$ cat src/rtl/du_cmd_dispatcher_if.sv
// Signal bundle between the debug-unit command dispatcher and its UART FIFOs, loader and CPU controls.
// The master modport is the dispatcher's view; slave is the surrounding system's view.
interface du_cmd_dispatcher_if #(
  parameter int NB_UART_DATA = 8
);
  logic                    i_rx_empty;
  logic [NB_UART_DATA-1:0] i_rx_data;
  logic                    o_rx_rd;
  logic                    i_tx_full;
  logic                    o_tx_wr;
  logic [NB_UART_DATA-1:0] o_tx_data;
  logic                    o_tx_start;
  logic                    o_ldr_start;
  logic                    o_ldr_rx_done;
  logic                    o_ldr_rst;
  logic                    i_ldr_rd;
  logic                    i_ldr_wr;
  logic [NB_UART_DATA-1:0] i_ldr_wdata;
  logic                    i_ldr_tx_start;
  logic                    i_ldr_done;
  logic                    i_cpu_end;
  logic                    o_cpu_halt;
  logic                    o_cpu_step;

  modport master (
    input  i_rx_empty, i_rx_data, i_tx_full, i_ldr_rd, i_ldr_wr, i_ldr_wdata,
           i_ldr_tx_start, i_ldr_done, i_cpu_end,
    output o_rx_rd, o_tx_wr, o_tx_data, o_tx_start, o_ldr_start, o_ldr_rx_done,
           o_ldr_rst, o_cpu_halt, o_cpu_step
  );

  modport slave (
    output i_rx_empty, i_rx_data, i_tx_full, i_ldr_rd, i_ldr_wr, i_ldr_wdata,
           i_ldr_tx_start, i_ldr_done, i_cpu_end,
    input  o_rx_rd, o_tx_wr, o_tx_data, o_tx_start, o_ldr_start, o_ldr_rx_done,
           o_ldr_rst, o_cpu_halt, o_cpu_step
  );
endinterface

$ cat src/rtl/du_cmd_dispatcher.sv
// Debug-unit command dispatcher: decodes UART command bytes, hands the byte stream to the
// instruction loader during load sessions, drives CPU halt/step and answers with ACK/NAK.
module du_cmd_dispatcher #(
  parameter int NB_UART_DATA   = 8,
  parameter int NB_TIMEOUT     = 32,
  parameter int TIMEOUT_CYCLES = 400_000_000
) (
  input  logic                clk,
  input  logic                i_rst_n,
  du_cmd_dispatcher_if.master bus
);

  localparam logic [NB_UART_DATA-1:0] CMD_LOAD = NB_UART_DATA'(8'h4C);
  localparam logic [NB_UART_DATA-1:0] CMD_RUN  = NB_UART_DATA'(8'h52);
  localparam logic [NB_UART_DATA-1:0] CMD_STEP = NB_UART_DATA'(8'h53);
  localparam logic [NB_UART_DATA-1:0] CMD_HALT = NB_UART_DATA'(8'h48);
  localparam logic [NB_UART_DATA-1:0] CMD_PING = NB_UART_DATA'(8'h50);
  localparam logic [NB_UART_DATA-1:0] BYTE_ACK = NB_UART_DATA'(8'h05);
  localparam logic [NB_UART_DATA-1:0] BYTE_NAK = NB_UART_DATA'(8'h15);
  localparam logic [NB_TIMEOUT-1:0]   TIMEOUT_LAST = NB_TIMEOUT'(TIMEOUT_CYCLES - 1);

  typedef enum logic [2:0] {
    IDLE,
    DECODE,
    LOAD,
    RUN,
    REPLY
  } state_t;

  state_t                  state_q, state_d;
  logic [NB_UART_DATA-1:0] cmd_q, cmd_d;
  logic [NB_UART_DATA-1:0] reply_q, reply_d;
  logic [NB_TIMEOUT-1:0]   timeout_q, timeout_d;
  logic                    halt_q, halt_d;

  logic                    rx_rd;
  logic                    tx_wr;
  logic [NB_UART_DATA-1:0] tx_data;
  logic                    tx_start;
  logic                    ldr_start;
  logic                    ldr_rx_done;
  logic                    ldr_rst;
  logic                    cpu_step;

  always_ff @(posedge clk or negedge i_rst_n) begin
    if (!i_rst_n) begin
      state_q   <= IDLE;
      cmd_q     <= '0;
      reply_q   <= '0;
      timeout_q <= '0;
      halt_q    <= 1'b1;
    end else begin
      state_q   <= state_d;
      cmd_q     <= cmd_d;
      reply_q   <= reply_d;
      timeout_q <= timeout_d;
      halt_q    <= halt_d;
    end
  end

  always_comb begin
    state_d     = state_q;
    cmd_d       = cmd_q;
    reply_d     = reply_q;
    timeout_d   = timeout_q;
    halt_d      = halt_q;
    rx_rd       = 1'b0;
    tx_wr       = 1'b0;
    tx_data     = '0;
    tx_start    = 1'b0;
    ldr_start   = 1'b0;
    ldr_rx_done = 1'b0;
    ldr_rst     = 1'b0;
    cpu_step    = 1'b0;

    case (state_q)
      IDLE: begin
        // Holding the pop off during reset keeps every output quiet while reset is asserted.
        if (i_rst_n && !bus.i_rx_empty) begin
          rx_rd   = 1'b1;
          cmd_d   = bus.i_rx_data;
          state_d = DECODE;
        end
      end

      DECODE: begin
        case (cmd_q)
          CMD_LOAD: begin
            ldr_start = 1'b1;
            timeout_d = '0;
            state_d   = LOAD;
          end
          CMD_RUN: begin
            halt_d  = 1'b0;
            state_d = RUN;
          end
          CMD_STEP: begin
            cpu_step = 1'b1;
            reply_d  = BYTE_ACK;
            state_d  = REPLY;
          end
          CMD_HALT: begin
            halt_d  = 1'b1;
            reply_d = BYTE_ACK;
            state_d = REPLY;
          end
          CMD_PING: begin
            reply_d = BYTE_ACK;
            state_d = REPLY;
          end
          default: begin
            reply_d = BYTE_NAK;
            state_d = REPLY;
          end
        endcase
      end

      LOAD: begin
        ldr_rx_done = !bus.i_rx_empty;
        rx_rd       = bus.i_ldr_rd && !bus.i_rx_empty;
        tx_wr       = bus.i_ldr_wr;
        tx_data     = bus.i_ldr_wdata;
        tx_start    = bus.i_ldr_tx_start;
        timeout_d   = rx_rd ? '0 : timeout_q + NB_TIMEOUT'(1);
        // A finished loader has already acknowledged, so it beats a coincident timeout.
        if (bus.i_ldr_done) begin
          state_d = IDLE;
        end else if (timeout_q == TIMEOUT_LAST) begin
          ldr_rst = 1'b1;
          reply_d = BYTE_NAK;
          state_d = REPLY;
        end
      end

      RUN: begin
        rx_rd = !bus.i_rx_empty;
        // Non-halt bytes are dropped; a popped 'H' together with i_cpu_end still gives one ACK.
        if ((!bus.i_rx_empty && bus.i_rx_data == CMD_HALT) || bus.i_cpu_end) begin
          halt_d  = 1'b1;
          reply_d = BYTE_ACK;
          state_d = REPLY;
        end
      end

      REPLY: begin
        if (!bus.i_tx_full) begin
          tx_wr    = 1'b1;
          tx_start = 1'b1;
          tx_data  = reply_q;
          state_d  = IDLE;
        end
      end

      default: state_d = IDLE;
    endcase
  end

  assign bus.o_rx_rd       = rx_rd;
  assign bus.o_tx_wr       = tx_wr;
  assign bus.o_tx_data     = tx_data;
  assign bus.o_tx_start    = tx_start;
  assign bus.o_ldr_start   = ldr_start;
  assign bus.o_ldr_rx_done = ldr_rx_done;
  assign bus.o_ldr_rst     = ldr_rst;
  assign bus.o_cpu_halt    = halt_q;
  assign bus.o_cpu_step    = cpu_step;

endmodule

$ cat src/flat_wrapper.sv
// flat-port wrapper written by rule: the top's interface ports become plain ports
module du_cmd_dispatcher_flat 
#(
  parameter int NB_UART_DATA   = 8,
  parameter int NB_TIMEOUT     = 32,
  parameter int TIMEOUT_CYCLES = 400_000_000
)
  (clk, i_rst_n, bus_i_rx_empty, bus_i_rx_data, bus_i_tx_full, bus_i_ldr_rd, bus_i_ldr_wr, bus_i_ldr_wdata, bus_i_ldr_tx_start, bus_i_ldr_done, bus_i_cpu_end, bus_o_rx_rd, bus_o_tx_wr, bus_o_tx_data, bus_o_tx_start, bus_o_ldr_start, bus_o_ldr_rx_done, bus_o_ldr_rst, bus_o_cpu_halt, bus_o_cpu_step);
  du_cmd_dispatcher_if #(.NB_UART_DATA(NB_UART_DATA)) bus_i ();
  input  logic clk;
  input  logic i_rst_n;
  input wire logic [$bits(bus_i.i_rx_empty)-1:0] bus_i_rx_empty;
  input wire logic [$bits(bus_i.i_rx_data)-1:0] bus_i_rx_data;
  input wire logic [$bits(bus_i.i_tx_full)-1:0] bus_i_tx_full;
  input wire logic [$bits(bus_i.i_ldr_rd)-1:0] bus_i_ldr_rd;
  input wire logic [$bits(bus_i.i_ldr_wr)-1:0] bus_i_ldr_wr;
  input wire logic [$bits(bus_i.i_ldr_wdata)-1:0] bus_i_ldr_wdata;
  input wire logic [$bits(bus_i.i_ldr_tx_start)-1:0] bus_i_ldr_tx_start;
  input wire logic [$bits(bus_i.i_ldr_done)-1:0] bus_i_ldr_done;
  input wire logic [$bits(bus_i.i_cpu_end)-1:0] bus_i_cpu_end;
  output wire logic [$bits(bus_i.o_rx_rd)-1:0] bus_o_rx_rd;
  output wire logic [$bits(bus_i.o_tx_wr)-1:0] bus_o_tx_wr;
  output wire logic [$bits(bus_i.o_tx_data)-1:0] bus_o_tx_data;
  output wire logic [$bits(bus_i.o_tx_start)-1:0] bus_o_tx_start;
  output wire logic [$bits(bus_i.o_ldr_start)-1:0] bus_o_ldr_start;
  output wire logic [$bits(bus_i.o_ldr_rx_done)-1:0] bus_o_ldr_rx_done;
  output wire logic [$bits(bus_i.o_ldr_rst)-1:0] bus_o_ldr_rst;
  output wire logic [$bits(bus_i.o_cpu_halt)-1:0] bus_o_cpu_halt;
  output wire logic [$bits(bus_i.o_cpu_step)-1:0] bus_o_cpu_step;
  assign bus_i.i_rx_empty = bus_i_rx_empty;
  assign bus_i.i_rx_data = bus_i_rx_data;
  assign bus_i.i_tx_full = bus_i_tx_full;
  assign bus_i.i_ldr_rd = bus_i_ldr_rd;
  assign bus_i.i_ldr_wr = bus_i_ldr_wr;
  assign bus_i.i_ldr_wdata = bus_i_ldr_wdata;
  assign bus_i.i_ldr_tx_start = bus_i_ldr_tx_start;
  assign bus_i.i_ldr_done = bus_i_ldr_done;
  assign bus_i.i_cpu_end = bus_i_cpu_end;
  assign bus_o_rx_rd = bus_i.o_rx_rd;
  assign bus_o_tx_wr = bus_i.o_tx_wr;
  assign bus_o_tx_data = bus_i.o_tx_data;
  assign bus_o_tx_start = bus_i.o_tx_start;
  assign bus_o_ldr_start = bus_i.o_ldr_start;
  assign bus_o_ldr_rx_done = bus_i.o_ldr_rx_done;
  assign bus_o_ldr_rst = bus_i.o_ldr_rst;
  assign bus_o_cpu_halt = bus_i.o_cpu_halt;
  assign bus_o_cpu_step = bus_i.o_cpu_step;
  du_cmd_dispatcher #(.NB_UART_DATA(NB_UART_DATA), .NB_TIMEOUT(NB_TIMEOUT), .TIMEOUT_CYCLES(TIMEOUT_CYCLES)) u_core (.clk(clk), .i_rst_n(i_rst_n), .bus(bus_i));
endmodule
$ cat config.mk
export PLATFORM = sky130hd
export DESIGN_NAME = du_cmd_dispatcher_flat
export DESIGN_NICKNAME = d
export VERILOG_FILES = /design/src/rtl/du_cmd_dispatcher_if.sv /design/src/rtl/du_cmd_dispatcher.sv /design/src/flat_wrapper.sv
export SDC_FILE = /design/constraint.sdc
export NUM_CORES = 1
export LEC_CHECK = 0
export ABC_AREA = 1
export ABC_CLOCK_PERIOD_IN_PS = 2500
export CORE_UTILIZATION = 60
export DETAILED_ROUTE_END_ITERATION = 7
export PLACE_DENSITY = 0.87
export REMOVE_ABC_BUFFERS = 1
export SYNTH_ARGS = -nofsm -noshare
export SYNTH_HDL_FRONTEND = slang
export SYNTH_SLANG_ARGS = --single-unit
export TNS_END_PERCENT = 10
$ cat constraint.sdc
create_clock -name clk -period 2.5 [get_ports clk]
set_input_delay 0.5 -clock clk [delete_from_list [all_inputs] [get_ports clk]]
set_output_delay 0.5 -clock clk [all_outputs]
set_load 0.01 [all_outputs]
==> flow_summary.toml <==
[sta]
period_minus_slack_ns = 2.465
worst-slew-pin-transition_ns = 0.5808
skew_ns = 0.006002
rsz0062_at_grt = "no"
fin_setup_tns_ns = 0
fmax_ghz = 0.4056
min_period_over_period_pct = 98.61
setup_viol = 0
slew_headroom_pct = 61.28
maxSlewViolCount = 0
hold_viol_final = 0
finalWorstSetupSlack_ns = 0.03472

[pwr]
p_sw_uw = 1246
pwr-share-comb_pct = 42.3
p_int_uw = 1662
peakVddDrop_mv = 0.6108
leakagePower_uw = 0.001702
netSwitchingFraction_pct = 42.85
clkPwrFrac_pct = 16.9
total_power_uw = 2909
seqPwrFrac_pct = 40.8
power_density_nw_per_um2 = 775.5

[logic_synthesis]
synth-seq-cells = 46
synth_top_family_by_area = "simple AND/OR/NAND/NOR gates"
netlist_area_um2 = 3202
synth_xor_area_share_pct = 0
yosysMostFrequentCell = "nand2_1"
synth_seq_area_share_pct = 35.99
synthSimpleGateAreaFrac_pct = 42.71
synth.area.top_cells = "dfrtp_1, nand2_1, nor2_1"
yosysTopAreaCellShare_pct = 35.17
synth_compound_area_share_pct = 10.28
synth.area.mux_share_pct = 0.7034
synth_cells = 488
synth_cell_type_count = 32
synthAdderAreaFrac_pct = 0.3908
async_flop_share_pct = 100.0
synth_warnings = 0
synth-main-ff-cell = "dfrtp_1"
synth_commonest_cells = "nand2_1, nor2_1, inv_1, dfrtp_1, nand3_1"
synth_area_leader_cell = "dfrtp_1"
avgSynthCellArea_um2 = 6.561
synth_edf_count = 0

[grt]
antenna_found_initial = 0
grt_pass1_vias = 3107
gr-total-overflow = 0
grt_pass1_wl_um = 13300
grt_max_degree = 47
grt_usage_pct = 31.09

[setup_path]
critical-path-max-stage-delay_ns = 0.59
cp-endpoint = "bus_o_rx_rd"
path_cells = "clkdlybuf4s50_1, inv_1, nand2_1, o221ai_1, clkdlybuf4s50_1"
cp.required_ns = 2.00
rr_endpoint = "u_core.timeout_q[8]$_DFFE_PN0P_"
cp-start-kind = "input pin"
cp_slowest_cell = "clkdlybuf4s50_1"
critPathKind = "input pin to output pin"
reg2regPathDepth = 9
arrival_ns = 1.97
endpoint_kind = "output pin"
rr_startpoint = "u_core.state_q[2]$_DFFE_PN0P_"
r2r_setup_slack_ns = 0.83
crit_path_max_fanout = 4
critical_path.most_common_cell = "clkdlybuf4s50_1"
cp-startpoint = "bus_i_rx_empty"

[placed_design]
pre_cts_ws_ns = 0.07613
gp_congestion = 0.9025
dpl-instance-area_um2 = 3650
place_hpwl_um = 6000
dpl.cell_count = 595
port_buffers = 40

[route]
vias_per_cell = 5.507
vias = 3326
drt_iter0_markers = 209
wl_um = 8162
drt_pass1_iterations = 5
ant_nets = 0
routedWlPerCell_um = 13.51
route.detailed.drc = 0

[flow_run]
max_cap_viol_count = 0

[clock_network]
clk_latency_ns = 0.31
clock-sinks = 46
cts_tree = "built"
cts_buffers = 5
cts_max_path_buffers = 2
cts-root-buf = "clkbuf_8"
clk_pin_slew_ns = 0.09
cts_hold_buffers = 0
h-tree-depth = 2

[floorplanning]
pin_count = 41
coreArea_um2 = 5107
die_w_um = 75.05
placement_rows = 26
die_y_um = 75.05
start_util_pct = 62.69
design.die.area_um2 = 5633

[worst_hold_path]
min_path_type = "input pin to async pin"

[cells_and_area]
layout.nets = 559
finalNonFillerCells = 604
n_antenna_cell = 0
final_cell_area_um2 = 3751
area_growth_pct = 17.16
drive_above_1_share_pct = 11.24

[status]
status = "finished clean"
==> routing by layer <==
layer	GRT usage [%]	vias to the layer above	routed length [um]
met5	0	-	0
met4	13.21	0	226
met3	6.827	21	472
met2	55.66	108	4102
met1	35.73	1560	3361
li1	-	1637	-
==> cell usage in the layout, fill, tap and decap left out, types with 7 or more instances in the layout <==
cell type	n
a21oi_1	16
nand2_1	144
o21ai_0	14
o21ai_1	15
nor3_1	7
nor2_1	79
clkdlybuf4s50_1	38
dfrtp_1	43
nand3_1	44
inv_1	58
nand2_2	11
nand4_1	8
==> cell families (layout without fill, tap and decap cells) <==
group,Yosys count,in the layout
muxes,2,2
adders and majority gates,1,1
AOI/OAI and AO/OA,56,56
DFF,46,46
and+or+nand+nor,310,310
buffers and inverters,73,119
==> critical path, delay by kind of cell <==
family,cells,cell delay (ns)
compound gates,1,0.22
buf+inv,3,1.18
simple gates,1,0.07
==> power by group through the flow <==
stage | Clock, uW | Combinational, uW | Sequential [uW]
after floorplan | 0 | 814 | 1140
after global placement | 0 | 1160 | 1180
after detailed placement | 0 | 1200 | 1190
after CTS | 493 | 1210 | 1180
after global routing | 518 | 1390 | 1220
final | 490 | 1230 | 1190
==> area by class of cell <==
cell class	instances	area, um2
multi-input combinational	369	1737
fill	412	1356
sequential	46	1155
timing repair buffer	45	427.9
inverter	66	252.7
tap	70	87.58
clock buffer	7	86.33
clock inverter	1	5.005
==> how the worst min path moves through the flow <==
stage / slack (ns) / endpoint / cells past startpoint / start
CTS: 0.37 / u_core.timeout_q[8]$_DFFE_PN0P_ / 2 / i_rst_n
floorplan: 0.20 / u_core.cmd_q[0]$_DFFE_PN0P_ / 0 / i_rst_n
detailed placement: 0.46 / u_core.reply_q[2]$_DFFE_PN0P_ / 2 / u_core.reply_q[2]$_DFFE_PN0P_
finish: 0.36 / u_core.timeout_q[18]$_DFFE_PN0P_ / 2 / i_rst_n
global route: 0.40 / u_core.timeout_q[7]$_DFFE_PN0P_ / 2 / i_rst_n
global placement: 0.46 / u_core.reply_q[2]$_DFFE_PN0P_ / 2 / u_core.reply_q[2]$_DFFE_PN0P_
==> state kept, by name, indices dropped and copies added (netlist names) <==
signal and count:
u_core.bus.o_cpu_halt 1, u_core.timeout_q 32, u_core.reply_q 2, u_core.state_q 3
u_core.cmd_q 8
==> per-stage QoR <==
step | hold slack, ns | utilization [%]
global route | 0.4033 | 73.44
finish | 0.3551 | 73.44
detailed placement | 0.4608 | 71.46
floorplan | 0.2044 | -
CTS | 0.3729 | 73.27
global placement | 0.4600 | 71.46
==> what timing repair did <==
| action | 4_1_cts | 5_1_grt |
|---|---|---|
| endpoints found under the setup margin | 1 | 6 |
| gates resized for setup | 2 | 5 |
| buffers inserted | 0 | 1 |
No activity file was read; power rests on OpenSTA's default activity.
